**config.mk**
```make
export PLATFORM = sky130hd
export DESIGN_NAME = wb_port_arbiter
export DESIGN_NICKNAME = d
export VERILOG_FILES = /design/src/rtl/wb_pkg.sv /design/src/rtl/wb_scoreboard.sv /design/src/rtl/wb_port_arbiter.sv
export SDC_FILE = /design/constraint.sdc
export NUM_CORES = 1
export LEC_CHECK = 0
export ABC_AREA = 1
export CAP_MARGIN = 20
export CORE_MARGIN = 3
export CORE_UTILIZATION = 48
export DETAILED_ROUTE_END_ITERATION = 10
export PLACE_DENSITY = 0.94
export RECOVER_POWER = 100
export SLEW_MARGIN = 20
export SYNTH_ARGS = -nofsm -noshare
export SYNTH_HDL_FRONTEND = slang
export SYNTH_SLANG_ARGS = --single-unit
```
**constraint.sdc**
```tcl
create_clock -name clockIn -period 5.95 [get_ports clockIn]
set_input_delay 1.4875 -clock clockIn [delete_from_list [all_inputs] [get_ports clockIn]]
set_output_delay 1.4875 -clock clockIn [all_outputs]
set_load 0.005 [all_outputs]
```
**src/rtl/wb_pkg.sv**
```systemverilog
// Shared definitions for the write-back port arbiter: requester indices, widths and
// the fixed-priority picker used by arbitration.
package wb_pkg;

    localparam int unsigned NUM_REQ = 3;
    localparam int unsigned REQ_MEM = 0;
    localparam int unsigned REQ_MDU = 1;
    localparam int unsigned REQ_ALU = 2;

    localparam int unsigned ADDR_W   = 5;
    localparam int unsigned DATA_W   = 32;
    localparam int unsigned NUM_REGS = 32;
    localparam int unsigned WAIT_W   = 4;

    localparam int unsigned DEFAULT_STARVE_LIMIT = 4;

    typedef logic [ADDR_W-1:0]          reg_addr_t;
    typedef logic [DATA_W-1:0]          reg_data_t;
    typedef logic [WAIT_W-1:0]          wait_cnt_t;
    typedef logic [NUM_REQ-1:0]         req_vec_t;
    typedef logic [$clog2(NUM_REQ)-1:0] req_idx_t;

    // Lowest index wins, so the index order doubles as the base priority.
    function automatic req_idx_t first_req(input req_vec_t v);
        req_idx_t idx;
        idx = '0;
        for (int i = NUM_REQ - 1; i >= 0; i--) begin
            if (v[i]) begin
                idx = req_idx_t'(i);
            end
        end
        return idx;
    endfunction

endpackage

```
**src/rtl/wb_scoreboard.sv**
```systemverilog
// Pending-producer scoreboard for registers 1-31; register 0 is never busy.
// Queries see only the registered vector, never same-cycle set/clear.
module wb_scoreboard
    import wb_pkg::*;
(
    input  logic              clk,
    input  logic              rst,
    input  logic              set,
    input  logic [ADDR_W-1:0] set_add,
    input  logic              clr,
    input  logic [ADDR_W-1:0] clr_add,
    input  logic [ADDR_W-1:0] q_add1,
    input  logic [ADDR_W-1:0] q_add2,
    output logic              busy1,
    output logic              busy2
);

    logic [NUM_REGS-1:1] busy_q;
    logic [NUM_REGS-1:1] busy_d;
    logic [NUM_REGS-1:0] busy_vec;

    always_comb begin
        busy_d = busy_q;
        for (int r = 1; r < NUM_REGS; r++) begin
            if (clr && (clr_add == reg_addr_t'(r))) begin
                busy_d[r] = 1'b0;
            end
            // Applied after the clear so a same-cycle set wins.
            if (set && (set_add == reg_addr_t'(r))) begin
                busy_d[r] = 1'b1;
            end
        end
    end

    always_ff @(posedge clk) begin
        if (rst) begin
            busy_q <= '0;
        end else begin
            busy_q <= busy_d;
        end
    end

    always_comb begin
        busy_vec = {busy_q, 1'b0};
        busy1    = busy_vec[q_add1];
        busy2    = busy_vec[q_add2];
    end

endmodule

```
**src/rtl/wb_port_arbiter.sv**
```systemverilog
// Shares the register-file write port between MEM, MDU and ALU with starvation
// promotion, registers the write, and tracks in-flight destinations.
module wb_port_arbiter
    import wb_pkg::*;
#(
    parameter int unsigned STARVE_LIMIT = DEFAULT_STARVE_LIMIT
) (
    input  logic              clockIn,
    input  logic              reset,

    input  logic              aluValid,
    input  logic [ADDR_W-1:0] aluAdd,
    input  logic [DATA_W-1:0] aluData,
    output logic              aluReady,

    input  logic              memValid,
    input  logic [ADDR_W-1:0] memAdd,
    input  logic [DATA_W-1:0] memData,
    output logic              memReady,

    input  logic              mduValid,
    input  logic [ADDR_W-1:0] mduAdd,
    input  logic [DATA_W-1:0] mduData,
    output logic              mduReady,

    output logic              reWrite,
    output logic [ADDR_W-1:0] reInAdd,
    output logic [DATA_W-1:0] reInData,

    input  logic              sbSet,
    input  logic [ADDR_W-1:0] sbSetAdd,
    input  logic [ADDR_W-1:0] sbQAdd1,
    input  logic [ADDR_W-1:0] sbQAdd2,
    output logic              sbBusy1,
    output logic              sbBusy2
);

    localparam wait_cnt_t Limit = wait_cnt_t'(STARVE_LIMIT);

    req_vec_t  valid_vec;
    req_vec_t  starved;
    req_vec_t  cand;
    req_vec_t  grant;
    req_idx_t  gnt_idx;
    logic      gnt_any;
    reg_addr_t add_arr  [NUM_REQ];
    reg_data_t data_arr [NUM_REQ];
    reg_addr_t sel_add;
    reg_data_t sel_data;
    wait_cnt_t wait_q   [NUM_REQ];
    wait_cnt_t wait_d   [NUM_REQ];

    always_comb begin
        valid_vec          = '0;
        valid_vec[REQ_MEM] = memValid;
        valid_vec[REQ_MDU] = mduValid;
        valid_vec[REQ_ALU] = aluValid;

        add_arr[REQ_MEM]  = memAdd;
        add_arr[REQ_MDU]  = mduAdd;
        add_arr[REQ_ALU]  = aluAdd;
        data_arr[REQ_MEM] = memData;
        data_arr[REQ_MDU] = mduData;
        data_arr[REQ_ALU] = aluData;
    end

    // Starved requesters form the candidate set when any exist; base priority breaks ties.
    always_comb begin
        starved = '0;
        for (int i = 0; i < NUM_REQ; i++) begin
            starved[i] = valid_vec[i] && (wait_q[i] == Limit);
        end
        cand    = (|starved) ? starved : valid_vec;
        gnt_any = !reset && (|cand);
        gnt_idx = first_req(cand);

        grant    = '0;
        sel_add  = '0;
        sel_data = '0;
        for (int i = 0; i < NUM_REQ; i++) begin
            if (gnt_any && (gnt_idx == req_idx_t'(i))) begin
                grant[i] = 1'b1;
                sel_add  = add_arr[i];
                sel_data = data_arr[i];
            end
        end
    end

    assign memReady = grant[REQ_MEM];
    assign mduReady = grant[REQ_MDU];
    assign aluReady = grant[REQ_ALU];

    always_comb begin
        for (int i = 0; i < NUM_REQ; i++) begin
            wait_d[i] = wait_q[i];
            if (!valid_vec[i] || grant[i]) begin
                wait_d[i] = '0;
            end else if (wait_q[i] < Limit) begin
                wait_d[i] = wait_q[i] + wait_cnt_t'(1);
            end
        end
    end

    always_ff @(posedge clockIn) begin
        if (reset) begin
            for (int i = 0; i < NUM_REQ; i++) begin
                wait_q[i] <= '0;
            end
            reWrite  <= 1'b0;
            reInAdd  <= '0;
            reInData <= '0;
        end else begin
            for (int i = 0; i < NUM_REQ; i++) begin
                wait_q[i] <= wait_d[i];
            end
            // Register 0 transfers complete the handshake but never write.
            reWrite <= gnt_any && (sel_add != '0);
            if (gnt_any) begin
                reInAdd  <= sel_add;
                reInData <= sel_data;
            end
        end
    end

    wb_scoreboard u_scoreboard (
        .clk     (clockIn),
        .rst     (reset),
        .set     (sbSet),
        .set_add (sbSetAdd),
        .clr     (gnt_any),
        .clr_add (sel_add),
        .q_add1  (sbQAdd1),
        .q_add2  (sbQAdd2),
        .busy1   (sbBusy1),
        .busy2   (sbBusy2)
    );

endmodule

```
==> run metrics <==
Internal Power 0.870 mW; crit path DAT 4120 ps; RSZ-0062 raised after global routing false; H-tree depth 3; Critical Path End Type output pin; Sw Share about 30%; Routed WL per cell 17.9 µm; Worst Path Max Fanout 9; sequential share of power 46.6%; Yosys reg bits 81; metal2 WL roughly 8.4 mm; worst hold path type reg -> reg; syn nets 770; Clk pwr share 30.5%; CP peak stage delay ~800 ps; Setup Buffers After CTS 0; core area 8930 µm²; vias in the first global route 5215; Setup CP Type in -> out; drt first-iter violations 501; Final Skew around 17 ps; Die Ht approximately 100 µm; CP required about 4500 ps; met1 wire length 5.45 mm; Critical Path Stages 8; Final Setup Violations 0; global-route wire length before repair 25.1 mm; Clk Latency, worst-skew pair 350 ps; Reg clk slew, reported paths 80 ps; vias roughly 5300; power density cells 193 nW/µm²; min Tclk post-route 5610 ps; area of the multi-input gates 2560 µm²; Gate power share 22.9%; outcome complete, but fails checks; crit-path most repeated cell inv_1; io pins 175; Total GRT Usage 30.4%; Hold-fix buffers, CTS 0; Fillers about 700; post-cts sizing count 0; R2R cell count 15; Initial Util 50.7%; Post-route DRC 0; worst setup margin 343 ps; num rows 34; Hold Path Stages 2; GP Congestion a little over 1; global route overflow 0; Buffers on Ports about 170; CP bufs+invs 4; Final ANT Viol Nets 0; via/cell ratio 5.85; Place WS 686 ps; failing checks capacitance limit, slew limit; startpoint types input port; HPWL Detailed 12.6 mm; fin nets 931; CTS tree done; DR WL met3 1.50 mm; die area 10600 µm²; CTS Buffer Depth 2; CTS sink cnt just over 80; critical path cell sequence clkdlybuf4s50_1 > nand2_1 > inv_1 > nand2_4 > a31oi_1 > nand3_2 > inv_1 > dlygate4sd3_1; syn avg cell area 7.17 µm²; share of cells above drive strength 1 6.52%; Worst Tran Pin Value 1880 ps; CP max-delay cell a31oi_1; NetSw 0.371 mW; synth-to-layout area growth 41.8%; maxcap violations 1; Final TNS setup 0 ps; synthesized area ~4500 µm²; highest routed layer met4; register area 1620 µm²; Die X 103 µm; Detailed Routing Iterations Pass 1 9; Leakage 2.46 nW; max-slew violation count 38; largest net degree at the start of global routing 38; initial antenna violation count 1; Syn Inst Count 632; relative slew slack -25.1%; yosys warns 0; Clock Tree Root clkbuf_8; post-synthesis sequential area ratio 35.8%; VDD IR max 118 µV; delay-heaviest family, CP buffers and inverters; CTS Buf Count 9; Distinct cells, synth 35; crit share post-route between 90 and 100%; drt total wl 16.2 mm; Peak Freq between 0.15 and 0.2 GHz; final hold vios 0
==> kinds of logic after synthesis <==
logic type / Yosys count / synth area share, %
simple gates: 312 / 33.0
compound gates: 160 / 22.6
flops: 81 / 35.8
buf+inv: 70 / 6.43
fa+ha+maj: 6 / 1.66
xor+xnor: 3 / 0.580
==> per-stage QoR <==
step	util [%]	hold WS, ps	power [mW]	instances	instance area [µm²]
after floorplan	-	439	0.713	632	4530
after global placement	70.6	453	0.874	890	6310
after detailed placement	70.6	468	0.883	890	6310
after CTS	72.7	481	1.26	906	6490
after global routing	71.9	499	1.29	907	6430
final	71.9	486	1.24	907	6430
==> worst min-delay path: stages (launching register included) <==
cell	delay (ps)
dfxtp_1	330
nand2_1	70
a21oi_1	50
==> power by group through the flow <==
stage                     sequential (mW)  combinational, mW  clock, mW
after floorplan                     0.589              0.123          0
after global placement              0.590              0.284          0
after detailed placement            0.591              0.292          0
after CTS                           0.578              0.293      0.384
after global routing                0.580              0.307      0.404
final                               0.578              0.284      0.378
==> placed cells by master, fill, tap and decap left out, types with 2 or more instances in the layout <==
cell type	n
a21oi_1	38
o221ai_1	8
nand4_4	2
inv_2	2
or2_2	2
nand2_4	5
ha_1	6
nor2_4	8
nand3_4	4
inv_1	39
o22ai_1	4
inv_6	4
nor2_1	77
clkdlybuf4s50_1	131
nand3_1	48
clkbuf_8	9
xor2_1	3
a21oi_2	2
dlygate4sd3_1	42
nand2_1	153
a31oi_1	36
o211ai_1	3
clkinvlp_4	2
dfxtp_1	81
nand3_2	2
o21ai_0	34
a22oi_1	32
buf_4	4
nand4_1	6
nand2_2	2
==> routing by layer <==
metal | GRT usage [%] | up-vias
met5 | 0 | -
met4 | 17.3 | 0
met3 | 7.31 | 67
met2 | 54.3 | 306
met1 | 32.7 | 2436
li1 | - | 2500
==> worst paths after layout <==
kind	start	to	slack [ps]
setup / recovery	aluValid	aluReady	340
hold reg to reg	u_scoreboard.busy_q[30]	u_scoreboard.busy_q[30]	490
setup reg to reg	wait_q[0][8]	u_scoreboard.busy_q[7]	1890
hold / removal	u_scoreboard.busy_q[30]	u_scoreboard.busy_q[30]	490
==> cell usage after synthesis, drive strengths merged <==
library cell,n,area (µm²)
o22ai,4,25.0
inv,41,154
dfxtp,81,1620
o21ai,34,170
o211a,1,10.0
nand3,54,335
nand2,160,646
a21oi,40,226
clkbuf,14,52.6
a32oi,1,8.76
buf,15,85.1
nand4,9,92.6
nor2,86,403
a22oi,32,240
a311oi,1,8.76
or2,2,12.5
o221ai,8,70.1
a31oi,36,240
o211ai,3,22.5
ha,6,75.1
xor2,3,26.3
nand3b,1,7.51
==> registers in the layout (all words and copies together) (netlist names) <==
register and cells:
u_scoreboard.busy_q 31, reInData 32, reInAdd 5, wait_q 12, reWrite 1
==> final cells by class <==
cell class,count,area share [%]
Clock inverter,7,0.915
Inverter,41,2.39
Antenna cell,1,0.0389
Sequential cell,81,25.2
Tap cell,108,2.10
Clock buffer,9,1.93
Multi-Input combinational cell,481,39.8
Timing Repair Buffer,179,27.5
(Power assumes the default switching activity.)
